## config.mk

```make
export PLATFORM = sky130hd
export DESIGN_NAME = serial_twos_deserializer
export DESIGN_NICKNAME = d
export VERILOG_FILES = /design/src/rtl/serial_tc_pkg.sv /design/src/rtl/serial_negate_cell.sv /design/src/rtl/serial_twos_deserializer.sv
export SDC_FILE = /design/constraint.sdc
export NUM_CORES = 1
export LEC_CHECK = 0
export CAP_MARGIN = 20
export CORE_ASPECT_RATIO = 1.4
export CORE_MARGIN = 1
export CORE_UTILIZATION = 45
export DETAILED_ROUTE_END_ITERATION = 10
export PLACE_DENSITY = 0.67
export SLEW_MARGIN = 25
export SYNTH_ARGS = -nofsm -noshare
export SYNTH_HDL_FRONTEND = slang
export SYNTH_SLANG_ARGS = --single-unit
export TNS_END_PERCENT = 5
```

## constraint.sdc

```tcl
create_clock -name t_clk -period 1.7 [get_ports t_clk]
set_clock_uncertainty 0.2 [all_clocks]
set_input_delay 0.34 -clock t_clk [delete_from_list [all_inputs] [get_ports t_clk]]
set_output_delay 0.34 -clock t_clk [all_outputs]
set_load 0.05 [all_outputs]
```

## src/rtl/serial_tc_pkg.sv

```systemverilog
// Shared definitions for the bit-serial two's complement datapath:
// negation state encoding, default width and the most-negative-value detector.
package serial_tc_pkg;

  typedef enum logic [1:0] {
    IDLE = 2'd0,
    SEEK = 2'd1,
    INV  = 2'd2
  } tc_state_e;

  localparam int unsigned DEF_W = 8;
  localparam int unsigned MAX_W = 64;

  // True when the low w bits of word are 1 followed by w-1 zeros (-2^(w-1)).
  function automatic logic is_ovf_word(input logic [MAX_W-1:0] word, input int unsigned w);
    logic ok;
    ok = 1'b1;
    for (int unsigned k = 0; k < MAX_W; k++) begin
      if (k + 1 < w) begin
        ok = ok & ~word[k];
      end else if (k + 1 == w) begin
        ok = ok & word[k];
      end else begin
        ok = ok;
      end
    end
    return ok;
  endfunction

endpackage

```

## src/rtl/serial_negate_cell.sv

```systemverilog
// Bit-serial negation core: tracks whether a 1 has been seen in the current
// frame and passes or inverts each accepted bit accordingly.
module serial_negate_cell
  import serial_tc_pkg::*;
(
  input  logic clk,
  input  logic rst_n,
  input  logic frame_start,
  input  logic accept,
  input  logic frame_last,
  input  logic bit_in,
  output logic bit_out
);

  tc_state_e state_q, state_d;
  logic      inv_s;

  // A restarting frame is treated as SEEK even if the previous one was in INV.
  always_comb begin
    inv_s   = (state_q == INV) && !frame_start;
    bit_out = inv_s ? ~bit_in : bit_in;
    state_d = state_q;
    if (!accept) begin
      state_d = state_q;
    end else if (frame_last) begin
      state_d = IDLE;
    end else if (inv_s || bit_in) begin
      state_d = INV;
    end else begin
      state_d = SEEK;
    end
  end

  // Negation state register.
  always_ff @(posedge clk or negedge rst_n) begin
    if (!rst_n) begin
      state_q <= IDLE;
    end else begin
      state_q <= state_d;
    end
  end

endmodule

```

## src/rtl/serial_twos_deserializer.sv

```systemverilog
// Receive-side deserializer: negates an LSB-first framed serial stream and
// assembles the result into a parallel word with a one-cycle valid pulse.
module serial_twos_deserializer
  import serial_tc_pkg::*;
#(
  parameter int unsigned W = DEF_W
) (
  input  logic         t_clk,
  input  logic         r,
  input  logic         i,
  input  logic         start,
  output logic         y,
  output logic         busy,
  output logic [W-1:0] data_out,
  output logic         valid,
  output logic         ovf
);

  localparam int unsigned CW = $clog2(W);
  localparam logic [CW-1:0] LAST_CNT = CW'(W - 1);
  localparam logic [CW-1:0] ONE_CNT  = CW'(1);

  logic [CW-1:0] cnt_q, cnt_d;
  logic [W-2:0]  sh_q, sh_d;
  logic [W-1:0]  data_q, data_d;
  logic          y_q, y_d;
  logic          busy_q, busy_d;
  logic          valid_q, valid_d;
  logic          ovf_q, ovf_d;

  logic          accept_s;
  logic          last_s;
  logic          neg_s;
  logic [W-1:0]  word_s;

  assign accept_s = start | busy_q;
  assign last_s   = busy_q & ~start & (cnt_q == LAST_CNT);
  assign word_s   = {neg_s, sh_q};

  serial_negate_cell u_cell (
    .clk         (t_clk),
    .rst_n       (r),
    .frame_start (start),
    .accept      (accept_s),
    .frame_last  (last_s),
    .bit_in      (i),
    .bit_out     (neg_s)
  );

  // Framing: start always opens a new frame; the W-th accepted bit closes it.
  always_comb begin
    cnt_d   = cnt_q;
    sh_d    = sh_q;
    data_d  = data_q;
    y_d     = 1'b0;
    busy_d  = busy_q;
    valid_d = 1'b0;
    ovf_d   = ovf_q;
    if (start) begin
      cnt_d  = ONE_CNT;
      sh_d   = word_s[W-1:1];
      y_d    = neg_s;
      busy_d = 1'b1;
    end else if (busy_q) begin
      sh_d = word_s[W-1:1];
      y_d  = neg_s;
      if (last_s) begin
        cnt_d   = {CW{1'b0}};
        busy_d  = 1'b0;
        data_d  = word_s;
        valid_d = 1'b1;
        ovf_d   = is_ovf_word(MAX_W'(word_s), W);
      end else begin
        cnt_d = cnt_q + ONE_CNT;
      end
    end else begin
      cnt_d = cnt_q;
    end
  end

  // Frame state and registered outputs.
  always_ff @(posedge t_clk or negedge r) begin
    if (!r) begin
      cnt_q   <= {CW{1'b0}};
      sh_q    <= {(W-1){1'b0}};
      data_q  <= {W{1'b0}};
      y_q     <= 1'b0;
      busy_q  <= 1'b0;
      valid_q <= 1'b0;
      ovf_q   <= 1'b0;
    end else begin
      cnt_q   <= cnt_d;
      sh_q    <= sh_d;
      data_q  <= data_d;
      y_q     <= y_d;
      busy_q  <= busy_d;
      valid_q <= valid_d;
      ovf_q   <= ovf_d;
    end
  end

  assign y        = y_q;
  assign busy     = busy_q;
  assign data_out = data_q;
  assign valid    = valid_q;
  assign ovf      = ovf_q;

endmodule

```

Word level (Yosys, flattened, before mapping). Cells that the tools add are included.

Equal/unequal tests: 2. Muxes and demuxes: 37. Bitwise operators: 19. Reduce and logical (&&, ||, !) cells: 5. Add/subtract/negate cells: 1.

Operators by type and width (number): $mux W1 (30); $mux W7 (2); $and A1 B1 Y1 (9); $mux W3 (3); $not A1 Y1 (9); $mux W2 (2); $add A3 B1 Y3 const B (1); $eq A3 B3 Y1 const B (1); $reduce_and A3 Y1 (1); $eq A2 B2 Y1 const B (1); $reduce_bool A2 Y1 (1); $logic_and A1 B1 Y1 (1); $logic_not A1 Y1 (1); $logic_or A1 B1 Y1 (1); $or A1 B1 Y1 (1).

Register bits: 24. Logic and storage cells: 72. Output and inout bits: 12.

Depth between registers and ports, before layout. Gate-level depths: netlist of run 1.

Depth after elaboration: 31. Depth in mapped cells: 6. Gate-level depth less buffers: 5.

Hierarchy. A second synthesis of run 1 with hierarchy kept.

Cells, all modules: 88. Area, all modules: 1006.0 um^2.

Modules (own cells, without submodules): serial_twos_deserializer (sequential area each 550.5 um^2, cells an instance 77, area each 897.1 um^2, times used 1); serial_negate_cell (sequential area each 50.0 um^2, cells an instance 11, area each 108.9 um^2, times used 1).

Worst setup path before layout of run 1. OpenSTA, ideal clock, no wires.

Path type: flip-flop to flip-flop. From: register u_cell.state_q[0]. To: register ovf_q (netlist: ovf). Data required time: 1.417 ns. Setup slack: -0.070 ns. Cell stages (with the launch flop): 6. Library setup time: 0.083 ns. Path buffers: 0. Data arrival time: 1.487 ns. Cells stage by stage: dfrtp_1 > or3b_2 > ha_1 > nor4b_1 > nand2_1 > o21ai_0.

Word-level cells in the longest chain between the ends: 4.

RTL lines: start, declared (line serial_negate_cell.sv:15) `tc_state_e state_q, state_d;`; start signal, assigned (line serial_negate_cell.sv:39) `state_q <= state_d;`; $eq A2 B2 Y1 (line serial_negate_cell.sv:20) `inv_s = (state_q == INV) && !frame_start;`; $logic_and A1 B1 Y1 (line serial_negate_cell.sv:20); $mux W1 (line serial_negate_cell.sv:21) `bit_out = inv_s ? ~bit_in : bit_in;`; named net neg_s (line serial_twos_deserializer.sv:33) `logic neg_s;`; $and A1 B1 Y1 (line serial_tc_pkg.sv:22) `ok = ok & word[k];`; end signal, assigned (line serial_twos_deserializer.sv:98) `ovf_q <= ovf_d;`; end, declared (line serial_twos_deserializer.sv:29) `logic ovf_q, ovf_d;`.

The timed path passes the listed nets, and every way through them passes these cells. A chain may end at the register's enable or synchronous reset.

Worst setup path in the final report of run 1. Ends and elaborated chain as after synthesis.

==> metrics.txt, run 1 <==
status=finished, violations left; failing checks=negative setup slack; number of buffers created by CTS=3; fin crit period=1.72 ns; part of the power in registers=39.8%; Top Family by Delay on Critical Path=simple AND/OR/NAND/NOR gates; WS Path Type=flip-flop to flip-flop; CTS tree=yes; fmax=583 MHz; die height=58.2 um; post-placement cell area=1370 um^2; Vias=639; Worst Path Buf+Inv=0; routability congestion estimate from global placement=0.722; Comb power frac=47.1%; Slew Limit Fails=0; clock insertion delay at the later pin of the skew report=0.30 ns; PnR worst setup slack=-0.0154 ns; crit-path max FO=3; port bufs=15; reg-to-reg endpoint=ovf; number of synthesized flops with an enable pin=0; Worst Hold Class=input pin to asynchronous set/reset pin; crit-path max cell delay=0.41 ns; CORE AREA=2150 um^2; chip width=42.1 um; dominant synthesized flop cell=dfrtp_1; Max Cap Violations=0; met1 usage=19.5%; synth cell count leaders=dfrtp_1, mux2_2, mux2_4, nand2_1; RSZ-0062 raised after global routing=yes; GRT met2 Usage=27.9%; critical path arrival=1.75 ns; Cell Area, Synth=1010 um^2; I/O Pins=16; final wirelength=1.73 mm; clk root buf=clkbuf_4; Critical Path Source Type=flip-flop; Iter 0 DRT Violations=3; detailed placement HPWL=1.16 mm; Antenna Violating Nets Remaining=0; clock tree buffer depth=2; Yosys reg bits=24; initial core utilization=47.2%; first-pass GRT wire length=2.97 mm; Final setup viols=1; clk sink count=24; Synth Instances=71; footprint of the multi-input gates=425 um^2; area delta synth->final=42.2%; WL/cell=14.4 um; mean cell area of the mapped netlist=14.3 um^2; relative slew slack=80.8%; grt peak-use layer=met2; final hold vios=0; Overflow after GRT=0; LEAKAGE=0.680 nW; CP max-delay cell=dfrtp_1; cell with the most instances after synthesis=dfrtp_1; r2r worst-path depth=5; CP Cell Sequence=or3b_4, ha_4, nor4b_4, nand2_1, o21ai_1; PwrDens=1530 nW/um^2; Setup crit start=u_cell.state_q[0]; Seq. cell area=602 um^2; initial antenna violation count=0; final instance area=1440 um^2; Clk pin slew, worst setup/hold paths=0.12 ns; Cells after DPL=114; drc violations=0; fraction of layout cells with a size suffix above 1=50.0%; crit share post-route=101%; total global-route track usage=16.3%; Antenna Cells=0; Seq/Total Area, Yosys=59.2%; FF-to-FF setup slack=-0.02 ns; Setup crit end kind=flip-flop; area leader, netlist=dfrtp_1; die footprint=2450 um^2; Clk pwr share=13.2%; Switching Power=0.790 mW; Pint=1.41 mW; yosys warns=0; Layout Nets=106; Synth cell types=23; reg2reg start=u_cell.state_q[0]; Synthesized Nets=78; H-tree depth=1; ranking of synthesized cells by area=dfrtp_1, mux2_2, mux2_4, ha_1, nand2_1; Worst-Margin Slew=0.286 ns; Synth top area share=59.2%; CP required=1.74 ns; worst vdd ir=1.24 mV; FILL cells=165; drt pass-1 iters=2; Post-synth ARST share=100%; row count=20; vias per cell=5.33; switching share of power=35.9%; met3 usage=2.49%; vias in the first global route=667; largest net degree at the start of global routing=25; Final Instance Count excl. Fillers=120
==> through the flow <==
stage          hold WS [ns]  setup slack [ns]  TNS (ns)  total power, mW  util (%)
6_report              0.172           -0.0154   -0.0154             2.20      67.0
5_1_grt               0.182           -0.0993    -0.101             2.30      67.0
4_1_cts               0.170           -0.0311   -0.0311             2.22      66.2
3_5_place_dp          0.296            -0.472     -3.62             1.91      63.5
3_3_place_gp          0.279            -0.363     -3.33             1.90      63.5
2_1_floorplan        -0.156            0.0331         0             1.38         -
==> worst register-to-register path, cell delays in order (launching register included) <==
cell and delay (ns):
dfrtp_1 0.41, or3b_4 0.39, ha_4 0.28, nor4b_4 0.17, nand2_1 0.07, o21ai_1 0.13
==> cell type report <==
type / instances / share of cell area, %
multi-input cells: 42 / 29.5
well taps: 22 / 1.91
flip-flops and latches: 24 / 41.7
clock buffers: 4 / 2.52
repair buffers: 24 / 23.3
inverters: 4 / 1.04
==> power groups by stage <==
stage | logic [mW] | clock network (mW) | registers, mW
6_report | 1.04 | 0.290 | 0.875
4_1_cts | 1.04 | 0.305 | 0.878
3_3_place_gp | 1.02 | 0 | 0.881
5_1_grt | 1.08 | 0.320 | 0.902
3_5_place_dp | 1.03 | 0 | 0.884
2_1_floorplan | 0.228 | 0 | 1.15
==> logic make-up (layout without fill, tap and decap cells) <==
kind of cell | count (synthesis) | after routing | synth area share [%]
AOI/OAI and AO/OA | 9 | 9 | 5.92
and+or+nand+nor | 15 | 16 | 9.37
muxes | 14 | 14 | 17.8
DFF | 24 | 24 | 59.2
buffers and inverters | 6 | 32 | 4.07
adders and majority gates | 3 | 3 | 3.70
==> per-layer routing <==
metal	vias to the layer above	wire (um)
li1	300	-
met1	328	718
met2	9	935
met3	2	51
met4	0	19
met5	-	0
==> registers in the layout, summed over array words and instances, names as in the netlist <==
signal / cells
u_cell.state_q: 2
busy: 1
ovf: 1
valid: 1
cnt_q: 3
data_out: 8
y: 1
sh_q: 7
==> how the worst max path moves through the flow <==
| stage | endpoint | depth (start not counted) |
|---|---|---|
| global route | ovf | 5 |
| CTS | ovf | 5 |
| global placement | ovf | 6 |
| floorplan | sh_q[1] | 3 |
| detailed placement | ovf | 6 |
| finish | ovf | 5 |
==> placed cells by master (no fill, tap or decap), types with 3 or more instances in the layout <==
master     n
a21oi_1    3
dfrtp_1   23
buf_12    12
buf_4      9
inv_1      3
nand2_1    6
mux2_4     6
clkbuf_4   3
mux2_2     8
==> timing repair <==
| action | CTS | global route |
|---|---|---|
| hold buffers | 0 | 0 |
| pin swaps | 2 | 2 |
| resized for setup | 4 | 2 |
| setup buffers | 0 | 1 |
| gates cloned | 1 | 0 |
| endpoints found under the setup margin | 3 | 4 |
Note: power is estimated with default switching activity, not from simulation.
==> run 2, diff against run 1 <==
--- a/config.mk
+++ b/config.mk
@@ -11,6 +11,7 @@
 export CORE_UTILIZATION = 45
 export DETAILED_ROUTE_END_ITERATION = 10
 export PLACE_DENSITY = 0.67
+export SETUP_SLACK_MARGIN = 0.1
 export SLEW_MARGIN = 25
 export SYNTH_ARGS = -nofsm -noshare
 export SYNTH_HDL_FRONTEND = slang
==> constraint.sdc (replaced) <==
create_clock -name t_clk -period 1.7 [get_ports t_clk]
set_clock_uncertainty 0.2 [all_clocks]
set_input_delay 0.425 -clock t_clk [delete_from_list [all_inputs] [get_ports t_clk]]
set_output_delay 0.425 -clock t_clk [all_outputs]
set_load 0.05 [all_outputs]
==> metrics.txt, run 2 (synthesized netlist as in run 1, its figures left out) <==
reg2reg start=u_cell.state_q[0]; Comb power frac=44.9% (-2.2 points); crit-path max cell delay=0.40 ns (about the same); Overflow after GRT=0 (unchanged); die height=58.2 um (unchanged); final wirelength=1.72 mm (-0.17%); status=complete, no violations; Setup crit start=u_cell.state_q[0]; I/O Pins=16 (unchanged); commonest cells after routing, fill and taps aside=dfrtp_1, buf_12, mux2_4, mux2_2, buf_4; total power=2.32 mW (+5.5%); Antenna Cells=0 (unchanged); port bufs=15 (unchanged); Pint=1.53 mW (+8.3%); Slew Limit Fails=0 (unchanged); CP required=1.74 ns (about the same); Clk pin slew, worst setup/hold paths=0.13 ns (about the same); hold_ws=0.269 ns (+0.0970 ns); Switching Power=0.793 mW (+0.31%); first-pass GRT wire length=2.98 mm (+0.44%); Max Cap Violations=0 (unchanged); number of buffers created by CTS=3 (unchanged); Worst Path Buf+Inv=0 (unchanged); switching share of power=34.2% (-1.8 points); Setup TNS Final=0 ns (+0.0154 ns); fin crit period=1.70 ns (-0.0200 ns); Worst-Margin Slew=0.298 ns (+0.0125 ns); post-placement cell area=1360 um^2 (-0.46%); Final setup viols=0 (-1); Clk pwr share=17.0% (+3.8 points); Critical Path Source Type=flip-flop; final hold vios=0 (unchanged); CORE AREA=2150 um^2 (unchanged); worst vdd ir=1.03 mV (-17%); number of flip-flops in the largest register=8 (unchanged); routability congestion estimate from global placement=0.692 (-4.2%); part of the power in registers=38.1% (-1.7 points); RSZ-0062 raised after global routing=yes; Top Family by Delay on Critical Path=simple AND/OR/NAND/NOR gates; CP Cell Sequence=or3b_4, ha_4, nor4b_4, nand2_1, o21ai_1; Layout Nets=104 (-1.9%); Iter 0 DRT Violations=14 (+11); Worst Hold Class=input pin to asynchronous set/reset pin; setup slack at placement=-0.506 ns (-0.0344 ns); FILL cells=159 (-3.6%); clk root buf=clkbuf_4; largest net degree at the start of global routing=25 (unchanged); clock tree buffer depth=2 (unchanged); commonest non-fill, non-tap cell in the layout=dfrtp_1; fraction of layout cells with a size suffix above 1=50.0% (unchanged); die footprint=2450 um^2 (unchanged); Vias=632 (-1.1%); Cells after DPL=113 (-0.88%); drc violations=0 (unchanged); vias per cell=5.36 (+0.58%); relative slew slack=80.1% (-0.66 points); detailed placement HPWL=1.17 mm (+1.3%); initial antenna violation count=0 (unchanged); total global-route track usage=16.2% (-0.13 points); CP max-delay cell=dfrtp_1; fmax=590 MHz (+1.2%); drt pass-1 iters=4 (+2); clk sink count=24 (unchanged); H-tree depth=1 (unchanged); critical path arrival=1.74 ns (about the same); PnR worst setup slack=0.00454 ns (+0.0200 ns); Antenna Violating Nets Remaining=0 (unchanged); row count=20 (unchanged); area delta synth->final=43.9%; Final Instance Count excl. Fillers=118 (-1.7%); Setup crit end kind=flip-flop; CTS tree=yes; WL/cell=14.6 um (+1.5%); vias in the first global route=652 (-2.2%); crit share post-route=99.7% (-1.2 points); WS Path Type=flip-flop to flip-flop; final cell utilization of the core=67.8% (+0.81 points); clock insertion delay at the later pin of the skew report=0.30 ns (about the same); LEAKAGE=0.682 nW (+0.17%); crit-path max FO=3 (unchanged); initial core utilization=47.2% (unchanged); chip width=42.1 um (unchanged); final instance area=1460 um^2 (+1.2%); PwrDens=1590 nW/um^2 (+4.2%)
==> run 2: power groups by stage <==
| stage | clock network, mW | registers [mW] | logic (mW) |
|---|---|---|---|
| floorplan | 0 | 1.15 | 0.228 |
| global placement | 0 | 0.880 | 1.02 |
| detailed placement | 0 | 0.885 | 1.03 |
| CTS | 0.411 | 0.887 | 1.04 |
| global route | 0.430 | 0.907 | 1.09 |
| finish | 0.394 | 0.885 | 1.04 |
==> run 2: area by class of cell <==
cell class	count	area (um^2)	share of cell area, %
clock buffers	3	22.5	1.54
clock inverters	1	30.0	2.06
inverters	4	15.0	1.03
multi-input cells	42	442	30.2
flip-flops and latches	24	602	41.2
well taps	22	27.5	1.89
repair buffers	22	322	22.0
==> run 2: worst reg2reg max path, cell delays in order, from the launching register on <==
cell	delay, ns
dfrtp_1	0.40
or3b_4	0.38
ha_4	0.28
nor4b_4	0.18
nand2_1	0.08
o21ai_1	0.11
==> run 2: worst paths after layout <==
path                                     endpoint  slack, ns  depth (start not counted)
min in group t_clk              u_cell.state_q[0]       0.30                          2
worst min-delay path                      sh_q[3]       0.27                          2
worst max-delay path                          ovf      0.005                          5
worst min register to register  u_cell.state_q[0]       0.30                          2
max in group asynchronous                    busy       0.78                          2
worst max register to register                ovf      0.005                          5
==> run 2: metal layers <==
layer  track usage (%)  share of wire, %  vias to the layer above
li1                  -                 -                      298
met3              1.87               2.5                        2
met4              6.70               1.1                        0
met5                 0                 0                        -
met2              28.3                53                       11
met1              20.3                43                      321
==> run 2: timing repair <==
action / 4_1_cts / 5_1_grt
resized for setup: 5 / 2
buffers inserted: 0 / 0
cloned: 1 / 0
pin swaps: 1 / 1
setup endpoints to repair: 18 / 8
hold buffers: 0 / 0
==> run 3, diff against run 2 <==
--- a/config.mk
+++ b/config.mk
@@ -11,6 +11,7 @@
 export CORE_UTILIZATION = 45
 export DETAILED_ROUTE_END_ITERATION = 10
 export PLACE_DENSITY = 0.67
+export RECOVER_POWER = 50
 export SETUP_SLACK_MARGIN = 0.1
 export SLEW_MARGIN = 25
 export SYNTH_ARGS = -nofsm -noshare
==> metrics.txt, run 3 (synthesized netlist as in run 1, its figures left out) <==
commonest non-fill, non-tap cell in the layout=dfrtp_1; H-tree depth=1 (unchanged); reg2reg start=u_cell.state_q[0]; Hold Crit Start=u_cell.state_q[0]; status=complete, no violations; fin crit period=1.70 ns (+0.00000133 ns); Max Cap Violations=0 (unchanged); final cell utilization of the core=67.7% (-0.12 points); vias in the first global route=652 (unchanged); Critical Path Source Type=flip-flop; Worst Hold Class=flip-flop to flip-flop; Vias=632 (unchanged); Iter 0 DRT Violations=14 (unchanged); Antenna Cells=0 (unchanged); commonest cells after routing, fill and taps aside=dfrtp_1, buf_12, mux2_4, mux2_2; crit share post-route=99.7% (about the same); area delta synth->final=43.7%; WS Path Type=flip-flop to flip-flop; Setup crit start=u_cell.state_q[0]; final hold vios=0 (unchanged); Antenna Violating Nets Remaining=0 (unchanged); clk root buf=clkbuf_4; CORE AREA=2150 um^2 (unchanged); row count=20 (unchanged); fraction of layout cells with a size suffix above 1=50.0% (unchanged); drc violations=0 (unchanged); PwrDens=1590 nW/um^2 (about the same); worst vdd ir=1.03 mV (about the same); Setup crit end kind=flip-flop; initial antenna violation count=0 (unchanged); critical path arrival=1.74 ns (about the same); LEAKAGE=0.681 nW (about the same); number of flip-flops in the largest register=8 (unchanged); relative slew slack=61.3% (-19 points); Slew Limit Fails=0 (unchanged); Final Instance Count excl. Fillers=118 (unchanged); detailed placement HPWL=1.17 mm (unchanged); FILL cells=160 (+0.63%); die footprint=2450 um^2 (unchanged); WL/cell=14.5 um (-0.52%); vias per cell=5.36 (unchanged); clk sink count=24 (unchanged); port bufs=15 (unchanged); largest net degree at the start of global routing=25 (unchanged); clock insertion delay at the later pin of the skew report=0.30 ns (about the same); CTS tree=yes; Cells after DPL=113 (unchanged); first-pass GRT wire length=2.98 mm (unchanged); CP required=1.74 ns (about the same); routability congestion estimate from global placement=0.692 (unchanged); final wirelength=1.71 mm (-0.52%); fmax=590 MHz (about the same); Clk pin slew, worst setup/hold paths=0.13 ns (about the same); chip width=42.1 um (unchanged); I/O Pins=16 (unchanged); RSZ-0062 raised after global routing=yes; Setup Buffers After CTS=0 (unchanged); Worst-Margin Slew=0.580 ns (+0.282 ns); die height=58.2 um (unchanged); number of buffers created by CTS=3 (unchanged); clock tree buffer depth=2 (unchanged); Final setup viols=0 (unchanged); total global-route track usage=16.2% (unchanged); drt pass-1 iters=4 (unchanged); Setup TNS Final=0 ns (unchanged); Layout Nets=104 (unchanged); initial core utilization=47.2% (unchanged); Overflow after GRT=0 (unchanged); crit-path max FO=3 (unchanged)
-- run 3: critical path, cell delays in order, from the launching register on --
cell and delay, ns:
dfrtp_1 0.40, or3b_4 0.38, ha_4 0.28, nor4b_4 0.18, nand2_1 0.08, o21ai_1 0.11
-- run 3: repair_timing --
item	CTS	global route
cloned	1	0
endpoints found under the setup margin	18	8
gates resized for setup	5	2
pin swaps	1	1
hold buffers	0	0
-- run 3: power by group --
group | internal (mW) | leakage [nW] | switching [mW]
Combinational | 0.569 | 0.358 | 0.472
Sequential | 0.720 | 0.295 | 0.165
Clock | 0.238 | 0.0279 | 0.156
-- run 3: layout make-up --
type | instances | area, um^2 | share of cell area [%]
flip-flops and latches | 24 | 602 | 41.3
multi-input cells | 42 | 442 | 30.3
repair buffers | 22 | 319 | 21.9
clock inverters | 1 | 30.0 | 2.06
well taps | 22 | 27.5 | 1.89
clock buffers | 3 | 22.5 | 1.55
inverters | 4 | 15.0 | 1.03
-- run 3: worst paths after layout --
| kind | end | slack, ns | cells after the start |
|---|---|---|---|
| setup / recovery | ovf | 0.005 | 5 |
| hold / removal | u_cell.state_q[0] | 0.30 | 2 |
| setup reg to reg | ovf | 0.005 | 5 |
| hold reg to reg | u_cell.state_q[0] | 0.30 | 2 |
| max in group asynchronous | busy | 0.45 | 2 |
| min in group asynchronous | sh_q[3] | 0.44 | 2 |
-- run 3: through the flow --
step | power [mW] | instance area [um^2] | setup slack (ns) | hold slack (ns)
4_1_cts | 2.34 | 1450 | -0.00339 | 0.263
3_3_place_gp | 1.90 | 1360 | -0.436 | 0.273
5_1_grt | 2.42 | 1460 | -0.0741 | 0.353
2_1_floorplan | 1.38 | 1040 | 0.0372 | -0.0706
6_report | 2.32 | 1460 | 0.00454 | 0.298
3_5_place_dp | 1.91 | 1360 | -0.506 | 0.279
-- run 3: layer usage --
metal / wire (um) / track usage, % / part of all wire [%] / vias to the layer above
met5: 0 / 0 / 0 / -
met4: 19 / 6.70 / 1.1 / 0
met1: 749 / 20.3 / 44 / 321
met3: 43 / 1.87 / 2.5 / 2
li1: - / - / - / 298
met2: 901 / 28.3 / 53 / 11
